### src/rtl/goldschmidt_div.sv
// Goldschmidt divider: q = N / D in unsigned Q1.(WIDTH-1) fixed point.
// One shared WIDTH x WIDTH multiplier alternates between scaling the
// numerator (ITER_N) and the denominator (ITER_D). Each pass drives d
// toward 1.0, so n converges toward N/D.
module goldschmidt_div #(
    parameter int WIDTH = 16,
    parameter int ITERS = 3
) (
    input  logic             clk,
    input  logic             reset,
    input  logic             start,
    input  logic             rnd,
    input  logic [WIDTH-1:0] N,
    input  logic [WIDTH-1:0] D,
    input  logic [WIDTH-1:0] IA,
    output logic             busy,
    output logic             done,
    output logic [WIDTH-1:0] q,
    output logic             err
);

    typedef enum logic [2:0] {
        IDLE,
        ITER_N,
        ITER_D,
        ROUND,
        DONE
    } state_t;

    state_t state, state_nx;

    logic [WIDTH-1:0]   n, d, k;
    logic [3:0]         cnt;
    logic [3:0]         cnt_inc;
    logic               last_iter;
    logic               guard;
    logic               rnd_r;
    logic               accept;
    logic               d_norm;

    logic [WIDTH-1:0]   mul_a;
    logic [2*WIDTH-1:0] prod;
    logic [WIDTH-1:0]   trunc_p;
    logic [WIDTH:0]     round_sum;

    assign d_norm    = D[WIDTH-1];
    assign accept    = (state == IDLE) && start;
    assign cnt_inc   = cnt + 4'd1;
    assign last_iter = (cnt_inc == 4'(ITERS));

    // Shared multiplier: numerator in ITER_N, denominator in ITER_D, always by k.
    assign mul_a     = (state == ITER_D) ? d : n;
    assign prod      = {{WIDTH{1'b0}}, mul_a} * {{WIDTH{1'b0}}, k};
    // Product is Q2.(2W-2); drop back to Q1.(W-1), saturating when the integer part reaches 2.
    assign trunc_p   = prod[2*WIDTH-1] ? '1 : prod[2*WIDTH-2:WIDTH-1];
    assign round_sum = {1'b0, n} + {{WIDTH{1'b0}}, (rnd_r & guard)};

    // State register.
    always_ff @(posedge clk) begin
        if (reset) state <= IDLE;
        else       state <= state_nx;
    end

    // Next-state decode and status outputs.
    always_comb begin
        state_nx = state;
        busy     = 1'b1;
        done     = 1'b0;
        unique case (state)
            IDLE: begin
                busy = 1'b0;
                if (start) state_nx = d_norm ? ITER_N : DONE;
            end
            ITER_N: state_nx = ITER_D;
            ITER_D: state_nx = last_iter ? ROUND : ITER_N;
            ROUND:  state_nx = DONE;
            DONE: begin
                done     = 1'b1;
                state_nx = IDLE;
            end
            default: state_nx = IDLE;
        endcase
    end

    // Datapath: operand capture, iteration updates, final rounding.
    always_ff @(posedge clk) begin
        if (reset) begin
            n     <= '0;
            d     <= '0;
            k     <= '0;
            cnt   <= '0;
            guard <= 1'b0;
            rnd_r <= 1'b0;
            q     <= '0;
            err   <= 1'b0;
        end else begin
            unique case (state)
                IDLE: begin
                    if (accept) begin
                        if (d_norm) begin
                            n     <= N;
                            d     <= D;
                            k     <= IA;
                            rnd_r <= rnd;
                            cnt   <= '0;
                            guard <= 1'b0;
                        end else begin
                            err <= 1'b1;
                            q   <= '1;
                        end
                    end
                end
                ITER_N: begin
                    n     <= trunc_p;
                    guard <= prod[WIDTH-2];
                end
                ITER_D: begin
                    // Next factor is 2 - d, i.e. the two's complement of the new d.
                    d   <= trunc_p;
                    k   <= (~trunc_p) + {{(WIDTH-1){1'b0}}, 1'b1};
                    cnt <= cnt_inc;
                end
                ROUND: begin
                    q   <= round_sum[WIDTH] ? '1 : round_sum[WIDTH-1:0];
                    err <= 1'b0;
                end
                DONE: ;
                default: ;
            endcase
        end
    end

endmodule

### config.mk
export PLATFORM = sky130hd
export DESIGN_NAME = goldschmidt_div
export DESIGN_NICKNAME = d
export VERILOG_FILES = /design/src/rtl/goldschmidt_div.sv
export SDC_FILE = /design/constraint.sdc
export NUM_CORES = 1
export LEC_CHECK = 0
export CORE_MARGIN = 3
export CORE_UTILIZATION = 30
export CTS_BUF_LIST = sky130_fd_sc_hd__clkbuf_8
export DETAILED_ROUTE_END_ITERATION = 7
export GPL_ROUTABILITY_DRIVEN = 1
export HOLD_SLACK_MARGIN = 0.02
export SKIP_CTS_REPAIR_TIMING = 1
export SLEW_MARGIN = 20
export SYNTH_ARGS = -nofsm -noshare
export SYNTH_HDL_FRONTEND = slang
export SYNTH_SLANG_ARGS = --single-unit
### constraint.sdc
create_clock -name clk -period 10.6 [get_ports clk]
set_clock_uncertainty 0.15 [all_clocks]
set_input_delay 3.18 -clock clk [delete_from_list [all_inputs] [get_ports clk]]
set_output_delay 3.18 -clock clk [all_outputs]
set_load 0.03 [all_outputs]
==> metrics.cfg <==
[logic_synthesis]
synth_xor_area_share_pct=2.08
synth_flop_cell=dfxtp_1
async_flop_share_pct=0
synthDistinctLibCells=69
ys_warn_count=0
synth_top_family_by_area=adder cells
synthesis.area_um2=12700
synthSimpleGateAreaFrac_pct=21.8
avgSynthCellArea_um2=8.13
ys_top_cells_by_area=fa_1, dfxtp_1, ha_1
synth_nets=1908
synth_edf_count=0
synth_seq_area_share_pct=11.7
syn-instance-count=1557
synth_compound_area_share_pct=13.6
yosysTopAreaCell=fa_1
synth-seq-cells=74
muxShareOfSynthArea_pct=0.484
synth-adder-area-share_pct=41.0
synth_top_area_share_pct=30.5

[power_and_ir_drop]
leakage_uw=0.00645
finalPower_uw=930
peakVddDrop_uv=80.3
power.density_nw_per_um2=65.9

[critical_path]
worstReg2RegStart=state[1]
setup.worst_path.end_class=flop
timing.rr.end=k[12]
crit_required_ps=10700
reg2reg_depth=28
startpoint_type=flop
cp_max_fo=47
critPathSlowestCell=or3b_4
crit_arrival_ps=10080
crit_top_cell=fa_1
crit_buf_inv=5
critPathKind=flop to flop
cpPeakStageDelay_ps=680
cp_top_family=adder cells
r2r_setup_slack_ps=620

[place]
hpwl_um=30200
port_buffers=70
gp_congestion=0.918
dp_cells=2104

[grt]
grt_pass1_wl_um=62300
grtUsageTotal_pct=17.4
antenna_found_initial=1
grt_max_degree=53
grt_overflow_total=0
grt_pass1_vias=11500

[cts]
clock-root-buffer=clkbuf_8
clock-sinks=74
cts_tree=done
clk_latency_ps=360
cts.clk_slew.worst_paths_ps=80
cts_buffer_depth=2
h-tree-depth=3
numCtsBuffers=9

[worst_hold_path]
min_from=rnd_r
hp-class=flop to flop
whs_endpoint=rnd_r
whs_path_depth=2

[final_layout]
ff_latch_area_um2=1480
syn2layout_area_growth_pct=11.5
antennaDiodeCount=0
multiInputGateArea_um2=10000
final_nets=1936
utilization_pct=34.2
n_fill_cell=4389
drive_above_1_share_pct=3.33
finalNonFillerCells=2122

[floorplan]
ioPinCount=71
rows=74
initial_core_util_pct=30.6
die_width_um=211
die_area_um2=44700
die_y_um=211
core_region_area_um2=41300

[timing]
post-route-period-util_pct=94.2
relSlewSlack_pct=24.0
hold_viol_final=0
final-max-slew-violation-count=0
fin_crit_ps=9980
fmax_ghz=0.100
setup_viol=0
worstMarginPinSlew_ps=1120

[detailed_routing]
dr.pass1.iters=5
ant_nets=0
drc=0
drt_iter0_markers=842
viasPerCell=5.21
wl_per_cell_um=18.0
vias=11100
wirelength_um=38200

[run_status]
outcome=finished clean

[job]
maxCapViolCount=0

power breakdown:
part	switching, µW	internal (µW)	total (µW)
logic	225	143	368
clock network	117	115	232
registers	34.5	295	330
total	377	553	930
per-layer routing:
metal	wire length, µm	up-vias	share of wire, %	global-route usage (%)
li1	-	5105	-	-
met4	612	0	1.6	3.60
met2	18300	345	48	29.7
met3	2110	41	5.5	2.68
met1	17200	5572	45	23.6
met5	0	-	0	0
kinds of logic (layout without fill, tap and decap cells):
kind of cell | count (synthesis) | after routing
buf+inv | 313 | 346
simple gates | 570 | 570
xor+xnor | 30 | 30
flops | 74 | 74
mux | 6 | 6
compound gates | 265 | 265
fa+ha+maj | 299 | 299
layout make-up:
| cell class | instances | share of cell area (%) |
|---|---|---|
| tap | 532 | 4.72 |
| clock inverter | 6 | 0.470 |
| multi-input combinational | 1170 | 70.9 |
| timing repair buffer | 90 | 6.08 |
| inverter | 240 | 6.38 |
| sequential | 74 | 10.5 |
| clock buffer | 10 | 0.975 |
tightest hold or removal path, cell delays in order (launching register included):
cell and delay (ps):
dfxtp_1 310, nand2_1 50, a21oi_1 50
per-stage QoR:
step	setup WS [ps]	instance area, µm²	hold WS, ps	TNS, ps
2_1_floorplan	1890	12700	282	0
3_3_place_gp	914	13900	289	0
3_5_place_dp	717	13900	297	0
4_1_cts	689	14100	306	0
5_1_grt	-6.77	14100	353	-6.77
6_report	618	14100	303	0
worst max-delay path by stage:
stage | startpoint | endpoint | slack, ps | depth (start not counted)
floorplan | state[1] | k[12] | 1890 | 34
global placement | state[1] | k[12] | 910 | 28
detailed placement | state[1] | k[12] | 720 | 28
CTS | state[1] | k[12] | 690 | 28
global route | state[1] | k[12] | -7 | 28
finish | state[1] | k[12] | 620 | 28
Yosys cell counts (5+ instances only):
master / count
nor2_1: 60
clkbuf_1: 67
a21o_1: 8
and2_1: 116
mux2i_1: 5
o211ai_1: 9
nor3_1: 23
nand2_1: 269
buf_1: 5
nor2b_1: 10
and4_1: 9
a22oi_1: 17
a31oi_1: 13
fa_1: 193
o21ai_0: 47
a211o_1: 14
dfxtp_1: 74
and3_1: 12
inv_1: 240
ha_1: 106
a21oi_1: 88
o31ai_1: 6
nand4_1: 10
nand3_1: 28
xnor2_1: 16
a221oi_1: 5
xor2_1: 14
nor4_1: 8
o311a_1: 5
a211oi_1: 7
sequential cells by signal (all words and copies together), names as in the netlist:
| register | count |
|---|---|
| d | 16 |
| rnd_r | 1 |
| guard | 1 |
| n | 16 |
| q | 16 |
| state | 3 |
| cnt | 4 |
| err | 1 |
| k | 16 |
layout by cell type (no fill, tap or decap), drive strengths merged, types with 14 or more instances in the layout:
cell	synthesis	routed
nor3	23	23
xor2	14	14
clkdlybuf4s50	0	69
a22oi	17	17
o21ai	51	51
nor2	60	60
buf	6	21
xnor2	16	16
inv	240	240
ha	106	106
nand2	269	269
dfxtp	74	74
a21oi	88	88
a211o	14	14
fa	193	193
nand3	28	28
and2	116	116
No activity file was read; power rests on OpenSTA's default activity.
